[src/rtl/alu_share_arb.sv]
// Shares one combinational 32-bit ALU between two valid/ready requesters and
// registers each result into a per-requester slot. Macro ALU_SHARE_ARB_RR_EN selects round-robin; otherwise requester 0 has fixed priority.
module alu_share_arb #(
    parameter int CNT_W = 16
) (
    input  logic             clk,
    input  logic             reset,
    input  logic             req0_valid,
    output logic             req0_ready,
    input  logic [11:0]      req0_op,
    input  logic [31:0]      req0_src1,
    input  logic [31:0]      req0_src2,
    input  logic             req1_valid,
    output logic             req1_ready,
    input  logic [11:0]      req1_op,
    input  logic [31:0]      req1_src1,
    input  logic [31:0]      req1_src2,
    output logic             rsp0_valid,
    input  logic             rsp0_ready,
    output logic [31:0]      rsp0_result,
    output logic             rsp1_valid,
    input  logic             rsp1_ready,
    output logic [31:0]      rsp1_result,
    output logic [11:0]      alu_control,
    output logic [31:0]      alu_src1,
    output logic [31:0]      alu_src2,
    input  logic [31:0]      alu_result,
    output logic [CNT_W-1:0] conflict_cnt
);

    logic elig0, elig1;
    logic grant0, grant1;

    // A full slot that is not draining this cycle has nowhere to put a result.
    assign elig0 = req0_valid & (~rsp0_valid | rsp0_ready);
    assign elig1 = req1_valid & (~rsp1_valid | rsp1_ready);

`ifdef ALU_SHARE_ARB_RR_EN
    logic last_grant;

    // On a conflict the requester that did not win last time goes first.
    assign grant0 = elig0 & (~elig1 | last_grant);
    assign grant1 = elig1 & (~elig0 | ~last_grant);

    always_ff @(posedge clk) begin
        if (reset)
            last_grant <= 1'b1;
        else if (grant0)
            last_grant <= 1'b0;
        else if (grant1)
            last_grant <= 1'b1;
    end
`else
    assign grant0 = elig0;
    assign grant1 = elig1 & ~elig0;
`endif

    assign req0_ready = grant0;
    assign req1_ready = grant1;

    always_comb begin
        // NOTE: every output gets a default first so no path leaves it unassigned and infers a latch.
        alu_control = '0;
        alu_src1    = '0;
        alu_src2    = '0;
        if (grant0) begin
            alu_control = req0_op;
            alu_src1    = req0_src1;
            alu_src2    = req0_src2;
        end else if (grant1) begin
            alu_control = req1_op;
            alu_src1    = req1_src1;
            alu_src2    = req1_src2;
        end
    end

    // A new grant wins over a drain on the same slot, so valid stays high.
    always_ff @(posedge clk) begin
        // NOTE: state is written with non-blocking assignments so every register samples pre-edge values.
        if (reset) begin
            rsp0_valid  <= 1'b0;
            rsp0_result <= '0;
        end else if (grant0) begin
            rsp0_valid  <= 1'b1;
            rsp0_result <= alu_result;
        end else if (rsp0_valid && rsp0_ready) begin
            rsp0_valid  <= 1'b0;
        end
    end

    always_ff @(posedge clk) begin
        if (reset) begin
            rsp1_valid  <= 1'b0;
            rsp1_result <= '0;
        end else if (grant1) begin
            rsp1_valid  <= 1'b1;
            rsp1_result <= alu_result;
        end else if (rsp1_valid && rsp1_ready) begin
            rsp1_valid  <= 1'b0;
        end
    end

    // Saturating count of cycles where both requesters could have been served.
    always_ff @(posedge clk) begin
        if (reset)
            conflict_cnt <= '0;
        else if (elig0 && elig1 && (conflict_cnt != '1))
            conflict_cnt <= conflict_cnt + CNT_W'(1);
    end

endmodule

[config.mk]
export PLATFORM = sky130hd
export DESIGN_NAME = alu_share_arb
export DESIGN_NICKNAME = d
export VERILOG_FILES = /design/src/rtl/alu_share_arb.sv
export SDC_FILE = /design/constraint.sdc
export NUM_CORES = 1
export LEC_CHECK = 0
export ABC_AREA = 1
export CORE_AREA = 4 4 135 137
export CTS_CLUSTER_SIZE = 30
export DETAILED_ROUTE_END_ITERATION = 6
export DIE_AREA = 0 0 139 141
export DONT_BUFFER_PORTS = 1
export PLACE_DENSITY_LB_ADDON = 0.12
export SYNTH_ARGS = -nofsm -noshare
export SYNTH_HDL_FRONTEND = slang
export SYNTH_SLANG_ARGS = --single-unit
[constraint.sdc]
create_clock -name clk -period 1.77 [get_ports clk]
set_input_delay 0.2655 -clock clk [delete_from_list [all_inputs] [get_ports clk]]
set_output_delay 0.2655 -clock clk [all_outputs]
set_load 0.02 [all_outputs]
==> flow_summary.json <==
{
  "status": "finished with violations",
  "violations": "negative setup slack",
  "whs_path_depth": 2,
  "dpl_cell_area_mm2": 0.00445,
  "setup_viol": 72,
  "grt_pass1_vias": 3916,
  "synth_edf_count": 0,
  "ys_seq_elements": 82,
  "fin_cells": 794,
  "grt_pass1_wl_mm": 27.4,
  "tightest_slew_ns": 0.349,
  "crit_path_start_kind": "flop",
  "timing.rr.start": "rsp0_valid",
  "cts_tree": "built",
  "reg2reg_depth": 8,
  "critPathArrivalTime_ns": 1.58,
  "end_kind": "output port",
  "finalPower_uw": 5340,
  "die_area_mm2": 0.0196,
  "cts_max_level": 3,
  "num_io_pins": 350,
  "drt_iter0_markers": 263,
  "grtUsageMet2": 0.283,
  "ys_warn_count": 0,
  "cp.required_ns": 1.50,
  "cap_violations": 0,
  "ys_top_cells_by_count": "nor2_1, dfxtp_1, a22o_1, nand2_1, o21ai_0",
  "crit_path_top_delay_cell": "dfxtp_2",
  "busiest_layer": "met2",
  "clkTransAtPathRegs_ns": 0.08,
  "vias": 4076,
  "yosysUniqueCellTypes": 28,
  "dp_hpwl_mm": 13.3,
  "whs_endpoint": "rsp1_result[4]",
  "finalHoldViolations": 0,
  "core_area_mm2": 0.0171,
  "synth_ff_type": "dfxtp_1",
  "synth_most_common_cell": "nor2_1",
  "clk_latency_ns": 0.35,
  "finalCriticalPeriod_ns": 1.84,
  "synthCells": 537,
  "ys_seq_area_frac": 0.402,
  "numCtsBuffers": 9,
  "fin_crit_sh": 1.04,
  "die_x_um": 139,
  "ant_nets": 0,
  "worstPathMaxFanout": 8,
  "synth.largest_area_cell": "dfxtp_1",
  "p_leak_uw": 0.00244,
  "cp_common_cell": "buf_6",
  "powerDensity_mw_per_mm2": 918,
  "wl_per_cell_um": 25.0,
  "fin_ws_ns": -0.0715,
  "final-max-slew-violation-count": 0,
  "fin_worst_hold_slack_ns": 0.0567,
  "rsz0062_at_grt": "yes",
  "die_y_um": 141,
  "syn-num-nets": 728,
  "port_buffers": 0,
  "post-place-ws_ns": 0.196,
  "max_freq_mhz": 543,
  "antenna_found_initial": 2,
  "timing.rr.end": "rsp1_result[31]",
  "fp-row-count": 48,
  "fin_area_mm2": 0.00581,
  "syn_avg_cell_area_um2": 7.61,
  "start_util": 0.240,
  "async_flop_share": 0,
  "holdCritStartpoint": "alu_result[4]",
  "drt-total-wl_mm": 19.9,
  "grtUsageTotal": 0.183,
  "overflow": 0,
  "hp-class": "primary input to flop",
  "crit_chain": "a21oi_4 -> nor2_4 -> buf_6 -> buf_16 -> a22o_1 -> buf_6",
  "route.detailed.drc": 0,
  "synth_top_area_share": 0.402,
  "fin_nets": 754,
  "drt_first_pass_iters": 4,
  "clockRootBuffer": "clkbuf_16",
  "netlist_area_mm2": 0.00409,
  "post_drt_via_cell_ratio": 5.13,
  "critPathKind": "flop to output port",
  "clkSinkCount": 82,
  "grt_max_degree": 66,
  "slowest_delay_ns": 0.34,
  "r2r_slack_ns": 0.09,
  "area_growth_pct": 42.1,
  "drive_gt1_frac": 0.298,
  "synth_top_cells_by_area": "dfxtp_1, a22o_1, nor2_1, o21ai_0, nand2_1",
  "dp.cells": 755,
  "worst_clock_skew_ns": 0.0151,
  "slew_headroom": 0.767,
  "met1_usage": 0.227,
  "ir_drop_uv": 498,
  "met3_usage": 0.0926,
  "globalplace.congestion": 0.860,
  "clk_path_buf_depth": 2
}
[flip-flops by register name, summed over array words and instances, names as in the netlist]
register      cells
rsp0_valid        1
rsp1_result      32
rsp0_result      32
conflict_cnt     16
rsp1_valid        1
[routing by layer]
layer  wire, um  share of wire
met1       8010           0.40
met2       9430           0.47
met3       2120           0.11
met4        284          0.014
met5         13        0.00065
[worst max-delay path, delay by kind of cell, from the launching register on]
kind	cells	cell delay, ns
flip-flops	1	0.34
buffers and inverters	3	0.42
AND/OR/NAND/NOR	1	0.06
AO/OA/AOI/OAI	2	0.40
[how the worst max path moves through the flow]
stage	startpoint	end	slack [ns]
2_1_floorplan	conflict_cnt[0]	conflict_cnt[3]	0.15
3_5_place_dp	rsp1_ready	alu_src1[10]	0.20
3_3_place_gp	rsp1_valid	alu_src1[17]	0.23
5_1_grt	rsp0_valid	alu_src1[8]	-0.13
6_report	rsp0_valid	alu_src1[8]	-0.07
4_1_cts	rsp0_valid	alu_src1[8]	-0.08
[through the flow]
stage          utilization  TNS (ns)
3_3_place_gp         0.261         0
2_1_floorplan            -         0
6_report             0.341     -2.10
4_1_cts              0.327     -2.01
5_1_grt              0.341     -5.66
3_5_place_dp         0.261         0
[cell type report]
class | count | area [um2]
multi-input cells | 403 | 2750
inverters | 13 | 53.8
clock buffers | 10 | 229
fillers | 1758 | 11200
flip-flops and latches | 82 | 1640
diodes | 1 | 2.50
clock inverters | 6 | 72.6
well taps | 225 | 282
repair buffers | 54 | 776
[timing repair]
item / in CTS / in global routing
hold endpoints to repair: 6 / 0
setup buffers: 7 / 2
setup endpoints to repair: 77 / 98
resized for setup: 113 / 11
pin swaps: 8 / 9
hold buffers: 1 / 0
cloned: 6 / 7
[power breakdown]
part	switching, uW	internal [uW]	total (uW)
Clock	835	1110	1950
Sequential	233	1970	2200
Combinational	660	529	1190
[cells in the final DEF (no fill, tap or decap), drive strengths merged, types with 4 or more instances in the layout]
master | netlist | layout
nor2 | 170 | 170
dfxtp | 82 | 82
a22o | 76 | 76
o21ai | 67 | 67
nand2 | 50 | 50
buf | 30 | 45
a21oi | 17 | 17
clkbuf | 9 | 17
nand3 | 16 | 16
inv | 13 | 16
nand4 | 4 | 4
[kinds of logic (layout without fill, tap and decap cells)]
kind of cell             after synthesis  after routing  share of synthesized area
XOR/XNOR                               1              1                    0.00214
buffers and inverters                 52             83                     0.0676
AO/OA/AOI/OAI                        160            160                      0.269
other                                  0              1                          0
AND/OR/NAND/NOR                      241            241                      0.256
adder cells (fa/ha/maj)                1              1                    0.00306
flip-flops                            82             82                      0.402
Power figures use the tool's default switching activity.
